`config.mk`:
```
export PLATFORM = sky130hd
export DESIGN_NAME = fpga
export DESIGN_NICKNAME = d
export VERILOG_FILES = /design/src/rtl/fpga.sv
export SDC_FILE = /design/constraint.sdc
export NUM_CORES = 1
export LEC_CHECK = 0
export CAP_MARGIN = 15
export CORE_AREA = 4 4 480 482
export CTS_CLUSTER_DIAMETER = 50
export DETAILED_ROUTE_END_ITERATION = 10
export DIE_AREA = 0 0 484 486
export SLEW_MARGIN = 20
export SYNTH_ARGS = -nofsm -noshare
export SYNTH_HDL_FRONTEND = slang
export SYNTH_SLANG_ARGS = --single-unit
```
`constraint.sdc`:
```
create_clock -name clock -period 6 [get_ports clock]
set_input_delay 1.2 -clock clock [delete_from_list [all_inputs] [get_ports clock]]
set_output_delay 1.2 -clock clock [all_outputs]
set_load 0.01 [all_outputs]
```
`src/rtl/fpga.sv`:
```
// rtl/fpga.sv - 16-node round-robin arbitrated serial bus transmitter
module fpga (
    input  logic        clock,
    input  logic        reset,
    input  logic [3:0]  CRC1, CRC2, CRC3, CRC4, CRC5, CRC6, CRC7, CRC8,
    input  logic [3:0]  CRC9, CRC10, CRC11, CRC12, CRC13, CRC14, CRC15, CRC16,
    input  logic [63:0] Data1, Data2, Data3, Data4, Data5, Data6, Data7, Data8,
    input  logic [63:0] Data9, Data10, Data11, Data12, Data13, Data14, Data15, Data16,
    input  logic [3:0]  addr1, addr2, addr3, addr4, addr5, addr6, addr7, addr8,
    input  logic [3:0]  addr9, addr10, addr11, addr12, addr13, addr14, addr15, addr16,
    input  logic [3:0]  receiverAddr1, receiverAddr2, receiverAddr3, receiverAddr4,
    input  logic [3:0]  receiverAddr5, receiverAddr6, receiverAddr7, receiverAddr8,
    input  logic [3:0]  receiverAddr9, receiverAddr10, receiverAddr11, receiverAddr12,
    input  logic [3:0]  receiverAddr13, receiverAddr14, receiverAddr15, receiverAddr16,
    input  logic [1:0]  mod1, mod2, mod3, mod4, mod5, mod6, mod7, mod8,
    input  logic [1:0]  mod9, mod10, mod11, mod12, mod13, mod14, mod15, mod16,
    output logic        bus_out
);

    localparam logic [1:0] IDLE = 2'd0;
    localparam logic [1:0] SEND = 2'd1;
    localparam logic [1:0] GAP  = 2'd2;

    // Node inputs gathered into arrays indexed 0..15 (node1 at index 0)
    logic [3:0]  crc_a  [16];
    logic [63:0] data_a [16];
    logic [3:0]  addr_a [16];
    logic [3:0]  rcv_a  [16];
    logic [1:0]  mod_a  [16];

    assign crc_a  = '{CRC1, CRC2, CRC3, CRC4, CRC5, CRC6, CRC7, CRC8,
                      CRC9, CRC10, CRC11, CRC12, CRC13, CRC14, CRC15, CRC16};
    assign data_a = '{Data1, Data2, Data3, Data4, Data5, Data6, Data7, Data8,
                      Data9, Data10, Data11, Data12, Data13, Data14, Data15, Data16};
    assign addr_a = '{addr1, addr2, addr3, addr4, addr5, addr6, addr7, addr8,
                      addr9, addr10, addr11, addr12, addr13, addr14, addr15, addr16};
    assign rcv_a  = '{receiverAddr1, receiverAddr2, receiverAddr3, receiverAddr4,
                      receiverAddr5, receiverAddr6, receiverAddr7, receiverAddr8,
                      receiverAddr9, receiverAddr10, receiverAddr11, receiverAddr12,
                      receiverAddr13, receiverAddr14, receiverAddr15, receiverAddr16};
    assign mod_a  = '{mod1, mod2, mod3, mod4, mod5, mod6, mod7, mod8,
                      mod9, mod10, mod11, mod12, mod13, mod14, mod15, mod16};

    logic [1:0]  state;
    logic [6:0]  bit_cnt;
    logic [79:0] shreg;
    logic [3:0]  ptr;
    logic [3:0]  win_q;

    logic [15:0] req;
    logic        any_req;
    logic [3:0]  win;
    logic [3:0]  idx;
    logic [3:0]  dest;
    logic [79:0] next_frame;

    // Request decode: modes 1 (unicast) and 2 (broadcast) are requests
    always_comb begin
        req = '0;
        for (int n = 0; n < 16; n++) begin
            req[n] = (mod_a[n] == 2'd1) || (mod_a[n] == 2'd2);
        end
    end

    // Round-robin search; scanning from the far end lets the nearest requester win last
    always_comb begin
        any_req = 1'b0;
        win     = '0;
        idx     = '0;
        for (int k = 15; k >= 0; k--) begin
            idx = ptr + 4'(k);
            if (req[idx]) begin
                any_req = 1'b1;
                win     = idx;
            end
        end
    end

    // Frame assembly draws only from the winner, so idle nodes' inputs never matter
    always_comb begin
        dest       = (mod_a[win] == 2'd2) ? 4'hF : rcv_a[win];
        next_frame = {1'b0, addr_a[win], dest, mod_a[win], data_a[win], crc_a[win], 1'b1};
    end

    // Transmit FSM: latch frame on grant, shift one bit per clock, one idle-high gap
    always_ff @(posedge clock) begin
        if (reset) begin
            state   <= IDLE;
            bus_out <= 1'b1;
            bit_cnt <= '0;
            shreg   <= '0;
            ptr     <= '0;
            win_q   <= '0;
        end else begin
            case (state)
                IDLE: begin
                    bus_out <= 1'b1;
                    if (any_req) begin
                        bus_out <= next_frame[79];
                        shreg   <= {next_frame[78:0], 1'b0};
                        win_q   <= win;
                        bit_cnt <= '0;
                        state   <= SEND;
                    end
                end
                SEND: begin
                    if (bit_cnt == 7'd79) begin
                        bus_out <= 1'b1;
                        ptr     <= win_q + 4'd1;
                        bit_cnt <= '0;
                        state   <= GAP;
                    end else begin
                        bus_out <= shreg[79];
                        shreg   <= {shreg[78:0], 1'b0};
                        bit_cnt <= bit_cnt + 7'd1;
                    end
                end
                GAP: begin
                    bus_out <= 1'b1;
                    state   <= IDLE;
                end
                default: begin
                    bus_out <= 1'b1;
                    state   <= IDLE;
                end
            endcase
        end
    end

endmodule

```
---- After elaboration in Yosys (flattened, before gate mapping) ----
Cells that the tools add are included.
word-level totals
  output and inout bits ................... 1
  input bits .............................. 1250
  bits in registers ....................... 98
cells by class
  muxes and demuxes ....................... 92
  equality and inequality tests ........... 38
  bitwise gates (word level) .............. 1
  $add $sub $neg .......................... 17
  $lt $le $gt $ge ......................... 17
  reduce and logical (&&, ||, !) cells .... 23
operators with widths
  operator               number
  $bmux W64 S4           1
  $mux W80               2
  $pmux W80 S2           1
  $mux W64               2
  $mux W4                23
  $lt A4 B5 Y1 const B   16
  $bmux W1 S4            16
  $bmux W4 S4            3
  $eq A2 B1 Y1 const B   17
  $eq A2 B2 Y1 const B   17
  $mux W1                34
  $add A4 B4 Y4 const B  8
  $add A4 B3 Y4 const B  4
  $logic_or A1 B1 Y1     16
  $mux W7                2
  $pmux W7 S2            1
  $add A4 B1 Y4 const B  2
  $add A4 B2 Y4 const B  2
  $bmux W2 S4            1
  $mux W2                4
  $reduce_and A2 Y1      4
  $add A7 B1 Y7 const B  1
  $eq A7 B7 Y1 const B   1
  $ne A2 B2 Y1 const B   3
  other kinds (7)        7

---- Longest topological paths before layout ----
Gate-level depths: netlist of the first run.
  depth after elaboration ................. 28
  depth in mapped cells ................... 21
  depth with buffers taken out ............ 15

---- Worst setup path before layout of the first run ----
Ideal clock, no wire load.
  path kind ............................... reg-to-reg
  start point ............................. register ptr[2]
  end point ............................... register shreg[72]
  buffers on the path ..................... 4
  setup slack ............................. 1053 ps
  clock period less this slack ............ 4947 ps
  setup time .............................. 125 ps
  stages on the path, launching flop included .. 19
  data required time ...................... 5875 ps
  arrival ................................. 4821 ps
  cells stage by stage .................... dfxtp_1 -> clkbuf_4 -> inv_2 -> clkbuf_1 -> ha_1 -> buf_2 -> inv_2 -> mux4_2 -> mux4_2 -> nor4b_1 -> a32oi_1 -> and3_1 -> nor2_2 -> buf_6 -> mux2_1 -> o211ai_1 -> nand4_2 -> a2111oi_2 -> o21ai_1
on the way
  word-level cells in the longest chain between the ends .. 27
  elaborated cells on any way between the ends .. 92
  classes of those cells .................. add/sub: 15; eq/ne: 2; mux: 73; bitwise: 1; reduce/logical: 1
ends and longest elaborated chain
  item                                         line  text
  from (decl)                                  47    logic [3:0] ptr;
  from (signal assigned)                       109   ptr <= win_q + 4'd1;
  $add A4 B4 Y4                                71    idx = ptr + 4'(k);
  $bmux W1 S4                                  72    if (req[idx]) begin
  $mux W1 (implied by the code)                72
  $mux W4 (16 in series)                       72
  $not A4 Y5 (implied by the code)             81    dest = (mod_a[win] == 2'd2) ? 4'hF : rcv_a[win];
  $bmux W2 S4                                  81
  $mux W2 (implied by the code) (2 in series)  81
  $eq A2 B2 Y1                                 81
  $mux W4                                      81
  $mux W80                                     98    if (any_req) begin
  $pmux W80 S2                                 95    case (state)
  to (signal assigned)                         100   shreg <= {next_frame[78:0], 1'b0};
  to (signal assigned)                         114   shreg <= {shreg[78:0], 1'b0};
  to (decl)                                    46    logic [79:0] shreg;
Parallel ways exist; a longest one is shown, timed or not. The select of a mux whose other input is x is not followed.
A chain may end at the register's enable or synchronous reset.

---- Worst setup path in the final report of the first run ----
  start point ............................. input port mod6[1]
  end point ............................... register shreg[56]
on the way
  word-level cells in the longest chain between the ends .. 26
  elaborated cells on any way between the ends .. 75
  classes of those cells .................. eq/ne: 3; mux: 69; bitwise: 1; reduce/logical: 2
ends and longest elaborated chain
  item                                                 line  text
  from (decl)                                          15    input logic [1:0] mod1, mod2, mod3, mod4, mod5, mod6, mod7, mod8,
  $eq A2 B1 Y1 / $eq A2 B2 Y1 (equally long branches)  61    req[n] = (mod_a[n] == 2'd1) || (mod_a[n] == 2'd2);
  $logic_or A1 B1 Y1 *                                 61
  $bmux W1 S4                                          72
  $mux W1 (implied by the code)                        72
  $mux W4 (16 in series)                               72
  $not A4 Y5 (implied by the code)                     82    next_frame = {1'b0, addr_a[win], dest, mod_a[win], data_a[win], crc_a[win], 1'b1};
  $bmux W64 S4                                         82
  $mux W64 (implied by the code) (2 in series)         82
  $mux W80                                             98
  $pmux W80 S2                                         95
Every way passes the cells marked *; elsewhere a longest branch is shown, timed or not. The select of a mux whose other input is x is not followed.

==> metrics.md, run 1 <==
| Metric | Value |
|---|---|
| Initial Util | `0.0792` |
| GR peak layer | `met2` |
| Share of the cycle needed by the critical path after routing | `0.968` |
| Family of cells with the greatest summed delay on the critical path | `buffers and inverters` |
| CTS sink cnt | `97` |
| GP Congestion | `0.971` |
| Sequential-to-total area share from yosys stat | `0.108` |
| Vias post-DR | `30187` |
| Clk Latency, worst-skew pair | `470 ps` |
| CP Data Arrival Time | `6160 ps` |
| Yosys top cell area share | `0.250` |
| Final cell area excluding filler cells | `37000 sq um` |
| Worst vdd ir | `163 uV` |
| Width of the die | `484 um` |
| Main flop type after synthesis | `sky130_fd_sc_hd__dfxtp_1` |
| First-pass GRT wire length | `268000 um` |
| CTS buffer count | `9` |
| CP most frequent cell | `sky130_fd_sc_hd__buf_12` |
| Minimum setup slack in the final design | `194 ps` |
| Worst hold slack | `454 ps` |
| Share of synthesized registers carrying an async set or reset | `0` |
| Final HPWL DP | `181000 um` |
| Power density relative to cell area | `164 nW/um^2` |
| Setup repair after global routing missed its margin | `no` |
| Headroom to the max-slew limit | `0.382` |
| Number of placed I/O pins | `1251` |
| Static leakage | `14.1 nW` |
| Number of detailed-routing iterations run before antenna repair | `5` |
| Post-place instance area | `36600 sq um` |
| Number of fill cells | `26164` |
| Most common library cells after synthesis | `sky130_fd_sc_hd__nand2_1, sky130_fd_sc_hd__nand3_1, sky130_fd_sc_hd__clkbuf_1` |
| Residual overflow from global routing | `0` |
| Most instantiated library cell after synthesis | `sky130_fd_sc_hd__nand2_1` |
| Global Route met2 Usage | `0.278` |
| Global-route track usage on met1 | `0.204` |
| Number of synthesized register bits | `97` |
| Min-Delay Path Class | `reg2reg` |
| Cell count after placement | `7472` |
| Startpoint kind of the worst setup timing path | `input port` |
| Initial DRC count | `2624` |
| Number of max-slew violations in the final report | `0` |
| Area growth from synthesis to layout | `106%` |
| Mean post-synth cell area | `5.70 sq um` |
| Clock root buffer | `sky130_fd_sc_hd__clkbuf_16` |
| Number of antenna violations at the first check in global routing | `156` |
| Transition time at the pin with the least slew margin | `928 ps` |
| Cell type with the highest aggregate area in the netlist | `sky130_fd_sc_hd__nand2_1` |
| Core occupancy in the finished layout | `0.163` |
| Post-Route Skew | `24.9 ps` |
| Maximum number of pins on one net before global-route repair | `64` |
| Total wire length after detailed routing | `207000 um` |
| Worst setup timing slack at the placement stage | `-171 ps` |
| Aggregate global-route resource usage | `0.167` |
| Largest cells by area after synthesis | `sky130_fd_sc_hd__nand2_1, sky130_fd_sc_hd__nand3_1, sky130_fd_sc_hd__dfxtp_1` |
| Core region area | `226000 sq um` |
| Number of enable flip-flop cells after synthesis | `0` |
| Highest attainable clock frequency | `172 MHz` |
| Number of setup buffers added after CTS | `0` |
| Ys Warns | `0` |
| Clock slew at reported path FFs | `90 ps` |
| Vias in the first global route | `29317` |
| Storage cell area | `1940 sq um` |
| Power after layout | `6.05 mW` |
| CTS tree | `yes` |
| Vias per cell | `4.02` |
| Cell area after synthesis | `17900 sq um` |
| Footprint of the multi-input gates | `14900 sq um` |
| Required @ worst endpoint | `6350 ps` |
| Remaining DRCs | `0` |
| Row count | `175` |
| Post-Syn Nets | `4404` |
| # hold bufs at CTS | `0` |
| Count of maximum capacitance violations | `0` |
| Resized cells post-CTS | `0` |
| Count of port buffers added during placement | `1250` |
| Time the worst path needs with I/O delays and setup | `5810 ps` |
| Critical setup path kind | `in2reg` |
| Buffer and inverter count on the worst path | `5` |
| Biggest cell delay along the critical path | `660 ps` |
| Maximum fanout count along the critical path | `42` |
| Synthesized netlist cell count | `3145` |
| WL/cell | `27.6 um` |
| Count of non-filler cells in the finished layout | `7517` |
| CP max-delay cell | `sky130_fd_sc_hd__clkdlybuf4s50_1` |
| Status | `finished clean` |
| Ordered cell list for the critical path | `clkdlybuf4s50_1 > xor2_1 > mux4_2 > mux2i_1 > mux2i_1 > a211oi_1 > or4_1 > a22o_2 > nor2_4 > buf_12 > buf_12 > buf_12 > nand3_1 > a31oi_1 > buf_4 > nand4_1 > a22o_1` |
| Setup tns final | `0 ps` |
| CTS Buffer Depth | `2` |
| Setup violators final | `0` |
| Post-detailed-route count of antenna-violating nets | `0` |
| Proportion of layout cells with a drive suffix above 1 | `0.104` |
| Final Hold Vio Count | `0` |
| Count of cell types in the netlist | `82` |
| Layout net count | `5733` |
| Met3 layer usage reported by global route | `0.0555` |
| Overall die area | `235000 sq um` |
| H-tree depth | `3` |
| Die outline height | `486 um` |
| Element type at the critical path end | `flip-flop` |
==> cell type report <==
| class | count | area share |
|---|---|---|
| inverter | 7 | 0.000711 |
| tap | 3009 | 0.102 |
| multi-input combinational | 2757 | 0.403 |
| timing repair buffer | 1602 | 0.432 |
| clock inverter | 7 | 0.00264 |
| sequential | 97 | 0.0525 |
| antenna | 29 | 0.00196 |
| clock buffer | 9 | 0.00609 |
==> flip-flops by register name, summed over array words and instances, names as in the netlist <==
register,cells
bit_cnt,7
bus_out,1
ptr,4
shreg,79
state,2
win_q,4
==> placed cells by master (no fill, tap or decap), drive strengths merged, types with 6 or more instances in the layout <==
master,count
clkdlybuf4s50,1250
and3,8
a21oi,67
o22ai,7
buf,352
nand4,65
clkbuf,9
a31oi,67
xnor2,28
ha,9
mux2,14
o21ai,35
nand3,774
nor2,59
o21a,66
a32oi,9
xor2,21
a22o,80
inv,10
nor4,7
and2,7
a211oi,14
o211ai,10
nand2,1196
mux4,47
a22oi,13
mux2i,38
nor3,26
nor2b,6
diode,29
dfxtp,97
==> where the power goes <==
part           total, mW  leakage (nW)  switching, mW  internal, mW
logic               4.46          13.1           2.45          2.00
clock network      0.780         0.159          0.440         0.340
registers          0.812         0.802         0.0751         0.737
==> worst min-delay path: cells and delay by family, from the launching register on <==
family	cells	cell delay (ps)
AND/OR/NAND/NOR	1	50
flip-flops	1	320
AO/OA/AOI/OAI	1	50
==> cells by family (layout without fill, tap and decap cells) <==
| kind of cell | count (synthesis) | after routing | share of synthesized area |
|---|---|---|---|
| adder cells (fa/ha/maj) | 9 | 9 | 0.00628 |
| other | 0 | 29 | 0 |
| buffers and inverters | 291 | 1625 | 0.0661 |
| multiplexers | 99 | 99 | 0.0912 |
| AND/OR/NAND/NOR | 2172 | 2172 | 0.530 |
| AO/OA/AOI/OAI | 428 | 428 | 0.173 |
| flip-flops | 97 | 97 | 0.108 |
| XOR/XNOR | 49 | 49 | 0.0248 |
==> path summary, 6_finish.rpt <==
| path | start | endpoint | slack (ps) | cells past startpoint |
|---|---|---|---|---|
| worst max-delay path | mod6[1] | shreg[56]$_SDFFE_PP0P_ | 190 | 17 |
| worst min-delay path | shreg[73]$_SDFFE_PP0P_ | shreg[73]$_SDFFE_PP0P_ | 450 | 2 |
| worst max register to register | ptr[2]$_SDFFE_PP0P_ | shreg[56]$_SDFFE_PP0P_ | 560 | 16 |
| worst min register to register | shreg[73]$_SDFFE_PP0P_ | shreg[73]$_SDFFE_PP0P_ | 450 | 2 |
==> per-layer routing <==
metal  share of wire  up-vias
met2            0.46     1786
met5          0.0028        -
met4           0.035       88
met3           0.099      333
li1                -    13786
met1            0.41    14194
Power figures use the tool's default switching activity.
==> inputs of run 2 (changes only) <==
- GPL_ROUTABILITY_DRIVEN: unset -> 0
- TNS_END_PERCENT: unset -> 100
==> metrics.md, run 2 (synthesis gave the netlist of run 1 again) <==
| Metric | Value |
|---|---|
| Min-Delay Path Class | `reg2reg` |
| Initial DRC count | `2840` |
| Number of max-slew violations in the final report | `0` |
| Initial Util | `0.0792` |
| Vias in the first global route | `29191` |
| Registers with the most flip-flops | `shreg x79, bit_cnt x7` |
| Worst vdd ir | `165 uV` |
| Setup tns final | `0 ps` |
| CTS Buffer Depth | `2` |
| Status | `finished clean` |
| Internal cell power | `3.05 mW` |
| Vias per cell | `4.06` |
| Final cell area excluding filler cells | `36700 sq um` |
| H-tree depth | `3` |
| Clock root buffer | `sky130_fd_sc_hd__clkbuf_16` |
| Clock slew at reported path FFs | `110 ps` |
| Power density relative to cell area | `162 nW/um^2` |
| Minimum setup slack in the final design | `343 ps` |
| Share of total power in the clock network | `0.128` |
| Post-Route Skew | `28.8 ps` |
| Share of the cycle needed by the critical path after routing | `0.943` |
| Proportion of layout cells with a drive suffix above 1 | `0.0976` |
| Setup repair after global routing missed its margin | `no` |
| Number of antenna violations at the first check in global routing | `148` |
| WL/cell | `26.9 um` |
| Register share of total power | `0.136` |
| Static leakage | `14.0 nW` |
| Final Hold Vio Count | `0` |
| Count of port buffers added during placement | `1250` |
| Combinational Power Share | `0.736` |
| Total wire length after detailed routing | `202000 um` |
| CTS sink cnt | `97` |
| Core occupancy in the finished layout | `0.162` |
| Clk Latency, worst-skew pair | `460 ps` |
| Most frequent standard cell in the layout excluding fill and tap cells | `sky130_fd_sc_hd__clkdlybuf4s50_1` |
| Layout net count | `5700` |
| CTS buffer count | `9` |
| CP Data Arrival Time | `6060 ps` |
| Top reg by flops | `shreg` |
| Worst hold slack | `449 ps` |
| Maximum number of pins on one net before global-route repair | `72` |
| Overall die area | `235000 sq um` |
| Storage cell area | `1940 sq um` |
| Required @ worst endpoint | `6410 ps` |
| Leading cell types in the layout, fill and taps excluded | `sky130_fd_sc_hd__clkdlybuf4s50_1, sky130_fd_sc_hd__nand2_1, sky130_fd_sc_hd__nand3_1` |
| Die outline height | `486 um` |
| Transition time at the pin with the least slew margin | `946 ps` |
| Net switching power figure | `2.89 mW` |
| Startpoint kind of the worst setup timing path | `input port` |
| Final HPWL DP | `177000 um` |
| CTS tree | `yes` |
| Number of fill cells | `26170` |
| Area growth from synthesis to layout | `105%` |
| Residual overflow from global routing | `0` |
| Time the worst path needs with I/O delays and setup | `5660 ps` |
| Resized cells post-CTS | `0` |
| Row count | `175` |
| Number of placed I/O pins | `1251` |
| Element type at the critical path end | `flip-flop` |
| Switching share of power | `0.487` |
| First-pass GRT wire length | `261000 um` |
| # hold bufs at CTS | `0` |
| Number of detailed-routing iterations run before antenna repair | `5` |
| Post-place instance area | `36300 sq um` |
| Headroom to the max-slew limit | `0.366` |
| Maximum fanout count along the critical path | `34` |
| Core region area | `226000 sq um` |
| Max reg flops | `79` |
| Number of setup buffers added after CTS | `0` |
| Vias post-DR | `30383` |
| Count of maximum capacitance violations | `0` |
| Footprint of the multi-input gates | `14900 sq um` |
| Width of the die | `484 um` |
| Highest attainable clock frequency | `177 MHz` |
| Worst setup timing slack at the placement stage | `-37.8 ps` |
| Critical setup path kind | `in2reg` |
| Remaining DRCs | `0` |
| Post-detailed-route count of antenna-violating nets | `0` |
| Setup violators final | `0` |
| Aggregate global-route resource usage | `0.163` |
[run 2: cell types whose count changed in the layout (fill, tap and decap cells not counted), sizes merged]
cell,delta
diode,+7
clkinv,-1
buf,-33
inv,+1
[run 2: final cells by class]
type                            instances  area share
Clock buffer                            9     0.00613
Timing Repair Buffer                 1569       0.428
Tap cell                             3009       0.102
Antenna cell                           36     0.00245
Inverter                                7    0.000715
Multi-Input combinational cell       2757       0.405
Sequential cell                        97      0.0529
Clock inverter                          7     0.00249
[run 2: per-stage QoR]
step                power [mW]  instances
floorplan                 2.62       3145
global placement          5.19       7439
detailed placement        5.18       7439
CTS                       6.04       7455
global route              6.32       7472
finish                    5.94       7491
[run 2: path summary, 6_finish.rpt]
check             cells after the start  slack, ps                endpoint                    from
hold reg to reg                       2        450  shreg[72]$_SDFFE_PP0P_  shreg[72]$_SDFFE_PP0P_
setup reg to reg                     19        420  shreg[15]$_SDFFE_PP0P_     ptr[1]$_SDFFE_PP0P_
hold / removal                        2        450  shreg[72]$_SDFFE_PP0P_  shreg[72]$_SDFFE_PP0P_
setup / recovery                     18        340  shreg[15]$_SDFFE_PP0P_                 mod1[0]
[run 2: worst max-delay path, stage by stage]
cell and delay (ps):
sky130_fd_sc_hd__clkdlybuf4s50_1 470, sky130_fd_sc_hd__xnor2_1 610, sky130_fd_sc_hd__mux4_2 410, sky130_fd_sc_hd__mux2i_1 130, sky130_fd_sc_hd__nor4_1 500, sky130_fd_sc_hd__a221oi_1 180
sky130_fd_sc_hd__and2_1 210, sky130_fd_sc_hd__and3_1 180, sky130_fd_sc_hd__nor2_4 380, sky130_fd_sc_hd__buf_4 300, sky130_fd_sc_hd__buf_12 200, sky130_fd_sc_hd__buf_12 230
sky130_fd_sc_hd__buf_4 210, sky130_fd_sc_hd__nand2_1 70, sky130_fd_sc_hd__nand3_1 140, sky130_fd_sc_hd__nand3_1 240, sky130_fd_sc_hd__nand4_1 180, sky130_fd_sc_hd__a22o_1 130
[run 2: layer usage]
| layer | part of all wire | vias up | global-route usage |
|---|---|---|---|
| met2 | 0.45 | 2087 | 0.267 |
| li1 | - | 13742 | - |
| met1 | 0.39 | 14046 | 0.193 |
| met5 | 0.0027 | - | 0 |
| met4 | 0.045 | 88 | 0.0613 |
| met3 | 0.11 | 420 | 0.0619 |
[run 2: power by group through the flow]
| stage | Sequential [mW] | Combinational, mW | Clock (mW) |
|---|---|---|---|
| 3_3_place_gp | 0.827 | 4.36 | 0 |
| 5_1_grt | 0.822 | 4.67 | 0.830 |
| 4_1_cts | 0.812 | 4.38 | 0.841 |
| 6_report | 0.809 | 4.37 | 0.759 |
| 2_1_floorplan | 0.787 | 1.84 | 0 |
| 3_5_place_dp | 0.825 | 4.36 | 0 |
